**config.mk**
```make
export PLATFORM = sky130hd
export DESIGN_NAME = apb32_to_axi64_lite
export DESIGN_NICKNAME = d
export VERILOG_FILES = /design/src/rtl/apb32_to_axi64_lite.sv
export SDC_FILE = /design/constraint.sdc
export NUM_CORES = 1
export LEC_CHECK = 0
export CORE_AREA = 8 8 143 145
export DETAILED_ROUTE_END_ITERATION = 10
export DIE_AREA = 0 0 151 153
export GPL_TIMING_DRIVEN = 0
export PLACE_DENSITY = 0.66
export SETUP_SLACK_MARGIN = 0.05
export SLEW_MARGIN = 10
export SYNTH_ARGS = -nofsm -noshare
export SYNTH_HDL_FRONTEND = slang
export SYNTH_SLANG_ARGS = --single-unit
```
**constraint.sdc**
```tcl
create_clock -name clk_i -period 3.25 [get_ports clk_i]
set_clock_uncertainty 0.15 [all_clocks]
set_input_delay 0.975 -clock clk_i [delete_from_list [all_inputs] [get_ports clk_i]]
set_output_delay 0.975 -clock clk_i [all_outputs]
set_load 0.02 [all_outputs]
```
**src/rtl/apb32_to_axi64_lite.sv**
```systemverilog
// APB slave (32-bit) that turns each access into one AXI4-Lite transfer on a 64-bit bus.
// Only one AXI transaction is ever in flight; the APB side waits in PREADY=0 until it returns.
module apb32_to_axi64_lite #(
  parameter int unsigned              AxiAddrWidth = 64,
  parameter logic [AxiAddrWidth-1:0] AddrBase     = '0
) (
  input  logic                    clk_i,
  input  logic                    rst_i,
  // APB slave
  input  logic                    psel_i,
  input  logic                    penable_i,
  input  logic                    pwrite_i,
  input  logic [31:0]             paddr_i,
  input  logic [31:0]             pwdata_i,
  output logic [31:0]             prdata_o,
  output logic                    pready_o,
  output logic                    pslverr_o,
  // AXI-Lite write address / data / response
  output logic                    aw_valid_o,
  input  logic                    aw_ready_i,
  output logic [AxiAddrWidth-1:0] aw_addr_o,
  output logic                    w_valid_o,
  input  logic                    w_ready_i,
  output logic [63:0]             w_data_o,
  output logic [7:0]              w_strb_o,
  input  logic                    b_valid_i,
  output logic                    b_ready_o,
  input  logic [1:0]              b_resp_i,
  // AXI-Lite read address / data
  output logic                    ar_valid_o,
  input  logic                    ar_ready_i,
  output logic [AxiAddrWidth-1:0] ar_addr_o,
  input  logic                    r_valid_i,
  output logic                    r_ready_o,
  input  logic [63:0]             r_data_i,
  input  logic [1:0]              r_resp_i
);

  typedef enum logic [2:0] {
    IDLE, WR_REQ, WR_RESP, RD_REQ, RD_RESP, DONE
  } state_e;

  state_e                  state_q, state_d;
  logic [31:2]             addr_q;
  logic [31:0]             wdata_q;
  logic [31:0]             prdata_q;
  logic                    aw_done_q, w_done_q;
  logic                    err_q;
  logic [AxiAddrWidth-1:0] axi_addr;
  logic                    apb_access;
  logic                    misaligned;

  // Only bit 1 of the AXI response (SLVERR/DECERR) maps onto PSLVERR.
  logic unused_resp_bits;
  assign unused_resp_bits = ^{b_resp_i[0], r_resp_i[0]};

  assign apb_access = psel_i && penable_i;
  assign misaligned = (paddr_i[1:0] != 2'b00);

  // Word-aligned APB address, zero-extended (or truncated) to the AXI width, then rebased.
  assign axi_addr  = AddrBase + AxiAddrWidth'({addr_q, 2'b00});
  assign aw_addr_o = axi_addr;
  assign ar_addr_o = axi_addr;
  assign w_data_o  = {wdata_q, wdata_q};
  assign w_strb_o  = addr_q[2] ? 8'hF0 : 8'h0F;
  assign prdata_o  = prdata_q;

  always_comb begin
    // NOTE: every output of this block is given a default first, so no branch can infer a latch.
    state_d    = state_q;
    aw_valid_o = 1'b0;
    w_valid_o  = 1'b0;
    ar_valid_o = 1'b0;
    b_ready_o  = 1'b0;
    r_ready_o  = 1'b0;
    pready_o   = 1'b0;
    pslverr_o  = 1'b0;
    case (state_q)
      IDLE: begin
        if (apb_access) begin
          if (misaligned)    state_d = DONE;
          else if (pwrite_i) state_d = WR_REQ;
          else               state_d = RD_REQ;
        end
      end
      WR_REQ: begin
        // AW and W complete independently; leave once both have, even in the same cycle.
        aw_valid_o = !aw_done_q;
        w_valid_o  = !w_done_q;
        if ((aw_done_q || aw_ready_i) && (w_done_q || w_ready_i)) state_d = WR_RESP;
      end
      WR_RESP: begin
        b_ready_o = 1'b1;
        if (b_valid_i) state_d = DONE;
      end
      RD_REQ: begin
        ar_valid_o = 1'b1;
        if (ar_ready_i) state_d = RD_RESP;
      end
      RD_RESP: begin
        r_ready_o = 1'b1;
        if (r_valid_i) state_d = DONE;
      end
      DONE: begin
        pready_o  = 1'b1;
        pslverr_o = err_q;
        state_d   = IDLE;
      end
      default: state_d = IDLE;
    endcase
  end

  always_ff @(posedge clk_i) begin
    // NOTE: clocked state uses non-blocking assignments so every register samples pre-edge values.
    if (rst_i) begin
      state_q   <= IDLE;
      addr_q    <= '0;
      wdata_q   <= '0;
      prdata_q  <= '0;
      aw_done_q <= 1'b0;
      w_done_q  <= 1'b0;
      err_q     <= 1'b0;
    end else begin
      state_q <= state_d;
      case (state_q)
        IDLE: begin
          if (apb_access) begin
            addr_q    <= paddr_i[31:2];
            wdata_q   <= pwdata_i;
            aw_done_q <= 1'b0;
            w_done_q  <= 1'b0;
            err_q     <= misaligned;
            if (misaligned) prdata_q <= '0;
          end
        end
        WR_REQ: begin
          if (!aw_done_q && aw_ready_i) aw_done_q <= 1'b1;
          if (!w_done_q && w_ready_i)   w_done_q  <= 1'b1;
        end
        WR_RESP: begin
          if (b_valid_i) begin
            err_q    <= b_resp_i[1];
            prdata_q <= '0;
          end
        end
        RD_RESP: begin
          if (r_valid_i) begin
            err_q    <= r_resp_i[1];
            prdata_q <= addr_q[2] ? r_data_i[63:32] : r_data_i[31:0];
          end
        end
        default: ;
      endcase
    end
  end

endmodule

```
==> flow_summary.yaml, run 1 <==
global_routing:
  grt_max_degree: 17
  grt_overflow: 0
  grt_pass1_vias: 5174
  antenna_found_initial: 0
  grt_usage_pct: 16.2
  grt_pass1_wl_mm: 29.0
min_path:
  hold_class: "reg -> reg"
  min_path_cells: 2
clock_network:
  cts_tree: "yes"
  cts_sinks: 100
  h-tree-depth: 3
  clkLatencyLatePin_ns: 0.34
  clk_root_buffer_cell: "clkbuf_16"
  postCtsHoldBufs: 0
  cts_buffers: 9
  clock_path_buffers: 2
  cts.clk_slew.worst_paths_ns: 0.07
final_layout:
  area_growth_pct: 74.1
  final_common_cell: "clkdlybuf4s50_1"
  final_nets: 1166
  multiInputGateArea_sq_mm: 0.00232
  regArea_sq_mm: 0.00200
  finish.instance_area_sq_mm: 0.00929
  n_antenna_cell: 0
  nFillCells: 1809
  drive_gt1_share_pct: 20.3
  final_cell_mix: "307 x clkdlybuf4s50_1, 159 x nand2_1, 145 x buf_4"
place:
  post_dp_cell_area_sq_mm: 0.00898
  hpwl_mm: 16.3
  portBuffers: 310
  globalplace.congestion: 0.776
floorplan:
  die_area_sq_mm: 0.0231
  initial_core_util_pct: 29.2
  pin_count: 381
  coreArea_sq_mm: 0.0183
  die_w_um: 151
  rows: 50
  die_height_um: 153
synthesis:
  ys_types: 33
  ys_warn_count: 0
  ys_seq_area_share_pct: 37.5
  synthCells: 637
  ys_seq_elements: 100
  syn_avg_cell_area_sq_um: 8.37
  ys.flop_type: "dfxtp_1"
  async_flop_share_pct: 0
  syn_area_sq_mm: 0.00533
  synth_enable_flop_cells: 0
sta:
  finalSetupTns_ns: 0
  post-route-min-period_ns: 3.11
  hold_viol_final: 0
  slew_headroom_pct: 51.5
  fin_crit_sh_pct: 95.7
  worstMarginPinSlew_ns: 0.722
  maxSlewViolCount: 0
  fmax_mhz: 322
  finalSetupViolations: 0
  grt_setup_unrepaired: "false"
detailed_routing:
  post_drt_wl_per_cell_um: 15.5
  vias: 5118
  drtIter0Drc: 135
  drcViolationCount: 0
  final_antenna_net_count: 0
  vias_per_cell: 4.05
  first_pass_iters: 4
  wirelength_mm: 19.6
setup_path:
  critPathSlowestCell: "clkdlybuf4s50_1"
  end_kind: "output pin"
  path_class: "reg -> out"
  worstRegToRegCells: 5
  max_stage_delay_ns: 0.73
  required_ns: 2.12
  worst_setup_path_start_kind: "flip-flop"
  worstPathBufferInverterCount: 2
  arrival_ns: 1.98
  path_cells: "buf_4 > nor3b_2 > clkdlybuf4s50_1"
  ff2ff_setup_slack_ns: 1.23
  crit_family: "buffers and inverters"
  path_depth: 3
  critPathMaxFanout: 10
pwr:
  p_per_area_mw_per_mm2: 521
  p_leak_nw: 3.89
  peakVddDrop_mv: 0.264
outcome:
  status: "finished, final reports clean"
job:
  cap_violations: 0
## state kept, by name, summed over array words and instances (netlist names)
name and flops:
prdata_o 32, wdata_q 32, addr_q 30, state_q 3, aw_done_q 1, err_q 1
w_done_q 1
## tightest hold or removal path, cell delays in order, from the launching register on
cell     delay (ns)
dfxtp_1        0.32
nand2_1        0.05
a21oi_1        0.05
## cells in the mapped netlist (all sizes together) (2+ instances only)
cell / count / share of area [%]
nor3b: 5 / 0.89
buf: 156 / 22
a22oi: 2 / 0.28
nand3: 2 / 0.19
nand2b: 32 / 3.8
dfxtp: 100 / 38
o21ai: 3 / 0.35
mux2i: 32 / 6.0
mux2: 32 / 6.8
nand2: 159 / 11
nor2: 8 / 0.56
nand4: 2 / 0.47
nor3: 2 / 0.19
a211oi: 2 / 0.28
clkbuf: 18 / 1.3
a21oi: 66 / 6.2
inv: 5 / 0.35
o22ai: 2 / 0.23
## cell type report
type	instances	area share, %
flip-flops and latches	100	21.6
repair buffers	310	33.4
clock inverters	4	0.606
clock buffers	12	2.65
inverters	5	0.202
well taps	234	3.15
multi-input cells	425	25.0
plain buffers	173	13.4
## per-layer routing
metal	global-route usage (%)	part of all wire [%]	routed length, um	up-vias
li1	-	-	-	2629
met1	17.6	39	7700	2239
met2	28.9	49	9650	236
met3	5.85	10	2000	14
met4	4.20	1.2	244	0
met5	0	0	0	-
## kinds of logic after synthesis
| group | share of synthesized area, % |
|---|---|
| buf+inv | 23.7 |
| mux | 12.8 |
| flops | 37.5 |
| other cells | 0.0703 |
| simple gates | 18.2 |
| compound gates | 7.76 |
## where the power goes
group          internal [mW]  switching (mW)  leakage, nW  total, mW
clock network          0.626           0.495        0.147       1.12
logic                   1.11            1.13         2.93       2.24
registers               1.38           0.106        0.813       1.48
## worst paths after layout
check         startpoint      endpoint
max reg2reg    addr_q[2]  prdata_o[20]
min reg2reg  wdata_q[23]   wdata_q[23]
max           state_q[1]     b_ready_o
min          wdata_q[23]   wdata_q[23]
## metrics by stage
stage	worst slack [ns]	hold slack, ns	utilization (%)	std cells	power (mW)
after global placement	-0.144	0.307	49.2	1248	3.77
after CTS	0.0577	0.323	50.8	1263	4.91
after detailed placement	-0.146	0.312	49.2	1248	3.77
after global routing	0.0583	0.339	50.8	1263	5.12
after floorplan	0.600	0.339	-	704	2.87
final	0.140	0.321	50.8	1263	4.84
## repair_timing
action / CTS / global route
setup buffers: 0 / 0
gates resized for setup: 4 / 2
setup endpoints to repair: 6 / 3
Power figures use the tool's default switching activity.
==> run 2, diff against run 1 <==
==> config.mk (replaced) <==
export PLATFORM = sky130hd
export DESIGN_NAME = apb32_to_axi64_lite
export DESIGN_NICKNAME = d
export VERILOG_FILES = /design/src/rtl/apb32_to_axi64_lite.sv
export SDC_FILE = /design/constraint.sdc
export NUM_CORES = 1
export LEC_CHECK = 0
export ABC_AREA = 1
export CORE_AREA = 8 8 140 142
export DETAILED_ROUTE_END_ITERATION = 10
export DIE_AREA = 0 0 148 150
export GPL_TIMING_DRIVEN = 0
export PLACE_DENSITY = 0.69
export SETUP_SLACK_MARGIN = 0.05
export SLEW_MARGIN = 10
export SYNTH_ARGS = -nofsm -noshare
export SYNTH_HDL_FRONTEND = slang
export SYNTH_SLANG_ARGS = --single-unit
export TNS_END_PERCENT = 20
==> run 2 against run 1 <==
  * Power rose by 34%
  * Critical path depth rose by 2
  * Die area decreased by 3.9%
  * Worst hold slack worse by 0.012 ns
  * Combinational power increased by 61%
  * Routed wire length is 8.8% higher
  * Clock power hardly changed
  * Final cell count increased by 11%
  * First-iteration DRC count increased by 26%
  * Cell area rose by 1.1%
  * Flip-flop and latch count is the same
  * Critical path type unchanged
  * Largest cell class unchanged
  * Largest power group unchanged
==> flow_summary.yaml, run 2 <==
final_layout:
  fin_cells: 1402
  multiInputGateArea_sq_mm: 0.00219
  drive_gt1_share_pct: 15.8
  final_cell_mix: "309 x clkdlybuf4s50_1, 161 x nand2_1, 140 x buf_4"
  final_nets: 1308
  area_growth_pct: 73.2
  final_common_cell: "clkdlybuf4s50_1"
  nFillCells: 1746
  regArea_sq_mm: 0.00201
  post-route-util_pct: 53.5
synthesis:
  ys_types: 24
  ys_seq_area_share_pct: 36.9
  ys_seq_elements: 100
  async_flop_share_pct: 0
  ys.flop_type: "dfxtp_1"
  syn_avg_cell_area_sq_um: 6.96
  synthTopCellsByArea: "dfxtp_1 37%, buf_4 19%, nand2_1 11%"
  syn_area_sq_mm: 0.00542
  synth_enable_flop_cells: 0
  ys_top_cells_by_count: "161 x nand2_1, 140 x buf_4, 100 x dfxtp_1, 83 x nor2_1, 82 x a21oi_1"
  yosysMostFrequentCell: "nand2_1"
  ys_warn_count: 0
  netlist.area_leader.share_pct: 36.9
  synthCells: 779
  yosys.area.top_type: "dfxtp_1"
detailed_routing:
  wirelength_mm: 21.3
  vias_per_cell: 4.08
  vias: 5724
  post_drt_wl_per_cell_um: 15.2
  first_pass_iters: 4
  drtIter0Drc: 170
  final_antenna_net_count: 0
  drcViolationCount: 0
setup_path:
  arrival_ns: 1.92
  path_cells: "nor2_4 > nand2_2 > inv_2 > buf_2 > dlygate4sd2_1"
  critPathMaxFanout: 10
  required_ns: 2.12
  end_kind: "output pin"
  path_class: "reg -> out"
  worst_setup_path_start_kind: "flip-flop"
  critPathSlowestCell: "dfxtp_1"
  max_stage_delay_ns: 0.37
sta:
  worstMarginPinSlew_ns: 0.515
  fmax_mhz: 328
  maxSlewViolCount: 0
  finalSetupTns_ns: 0
  setup_slack_ns: 0.203
  slew_headroom_pct: 65.6
  finalSetupViolations: 0
  grt_setup_unrepaired: "true"
  post-route-min-period_ns: 3.05
  fin_crit_sh_pct: 93.8
  hold_viol_final: 0
clock_network:
  cts_sinks: 100
  cts_buffers: 9
  cts.clk_slew.worst_paths_ns: 0.08
  cts_tree: "yes"
  clk_root_buffer_cell: "clkbuf_16"
  h-tree-depth: 3
  clock_path_buffers: 2
  clkLatencyLatePin_ns: 0.34
  cts_setup_buffers: 0
pwr:
  netSwitchingFraction_pct: 41.6
  intPower_mw: 3.79
  p_per_area_mw_per_mm2: 691
  p_sw_mw: 2.70
  p_seq_share_pct: 27.2
  p_total_mw: 6.49
  pwr-share-comb_pct: 55.4
  peakVddDrop_mv: 0.373
  power_frac_clock_pct: 17.4
  p_leak_nw: 4.16
floorplan:
  pin_count: 381
  initial_core_util_pct: 30.9
  coreArea_sq_mm: 0.0175
  die_w_um: 148
  die_height_um: 150
  die_area_sq_mm: 0.0222
  rows: 49
global_routing:
  grt_pass1_vias: 5411
  grt_max_degree: 20
  antenna_found_initial: 0
  grt_usage_pct: 18.1
  grt_pass1_wl_mm: 31.2
  grt_overflow: 0
place:
  placed_cells: 1385
  pre_cts_ws_ns: -0.210
  hpwl_mm: 17.9
  globalplace.congestion: 0.854
  portBuffers: 310
job:
  cap_violations: 0
min_path:
  hold_class: "reg -> reg"
outcome:
  status: "finished, final reports clean"
-- run 2: final cells by class --
type                            count  area share, %
Antenna cell                        2         0.0533
Buffer                            175           12.8
Clock buffer                        9           2.40
Clock inverter                      7          0.960
Inverter                           76           3.05
Multi-Input combinational cell    494           23.3
Sequential cell                   100           21.4
Tap cell                          229           3.05
Timing Repair Buffer              310           33.0
-- run 2: what timing repair did --
action	CTS	global route
hold buffers	0	0
endpoints found under the setup margin	5	4
gates resized for setup	5	1
-- run 2: path summary, 6_finish.rpt --
kind | cells after the start | end | startpoint | slack [ns]
setup / recovery | 5 | r_ready_o | state_q[1] | 0.20
hold reg to reg | 2 | addr_q[9] | addr_q[9] | 0.31
hold / removal | 2 | addr_q[9] | addr_q[9] | 0.31
setup reg to reg | 6 | wdata_q[13] | state_q[2] | 1.38
-- run 2: per-layer routing --
metal	part of all wire, %	up-vias	GRT usage [%]
met4	1.6	0	4.90
met5	0	-	0
met2	51	237	32.9
met1	37	2466	19.2
met3	10	21	7.11
li1	-	3000	-
-- run 2: metrics by stage --
| stage | cell area (sq um) | hold WS [ns] |
|---|---|---|
| 6_report | 9390 | 0.309 |
| 2_1_floorplan | 5670 | 0.310 |
| 3_3_place_gp | 9060 | 0.297 |
| 5_1_grt | 9380 | 0.330 |
| 3_5_place_dp | 9060 | 0.302 |
| 4_1_cts | 9380 | 0.314 |
-- run 2: power by group through the flow --
stage / logic, mW / clock network, mW / registers [mW]
6_report: 3.60 / 1.13 / 1.76
2_1_floorplan: 1.81 / 0 / 2.07
4_1_cts: 3.63 / 1.17 / 1.77
3_3_place_gp: 3.61 / 0 / 1.78
3_5_place_dp: 3.63 / 0 / 1.79
5_1_grt: 3.90 / 1.22 / 1.81
-- run 2: logic make-up (layout without fill, tap and decap cells) --
kind of cell	Yosys count	in the layout	synth area share (%)
compound gates	164	164	16.0
simple gates	262	262	19.6
other cells	1	70	0.0692
buf+inv	252	577	27.4
flops	100	100	36.9
-- run 2: worst max-delay path, delay by kind of cell (launching register included) --
kind                   cells  cell delay, ns
buffers and inverters      3            0.79
and+or+nand+nor            2            0.42
DFF                        1            0.37
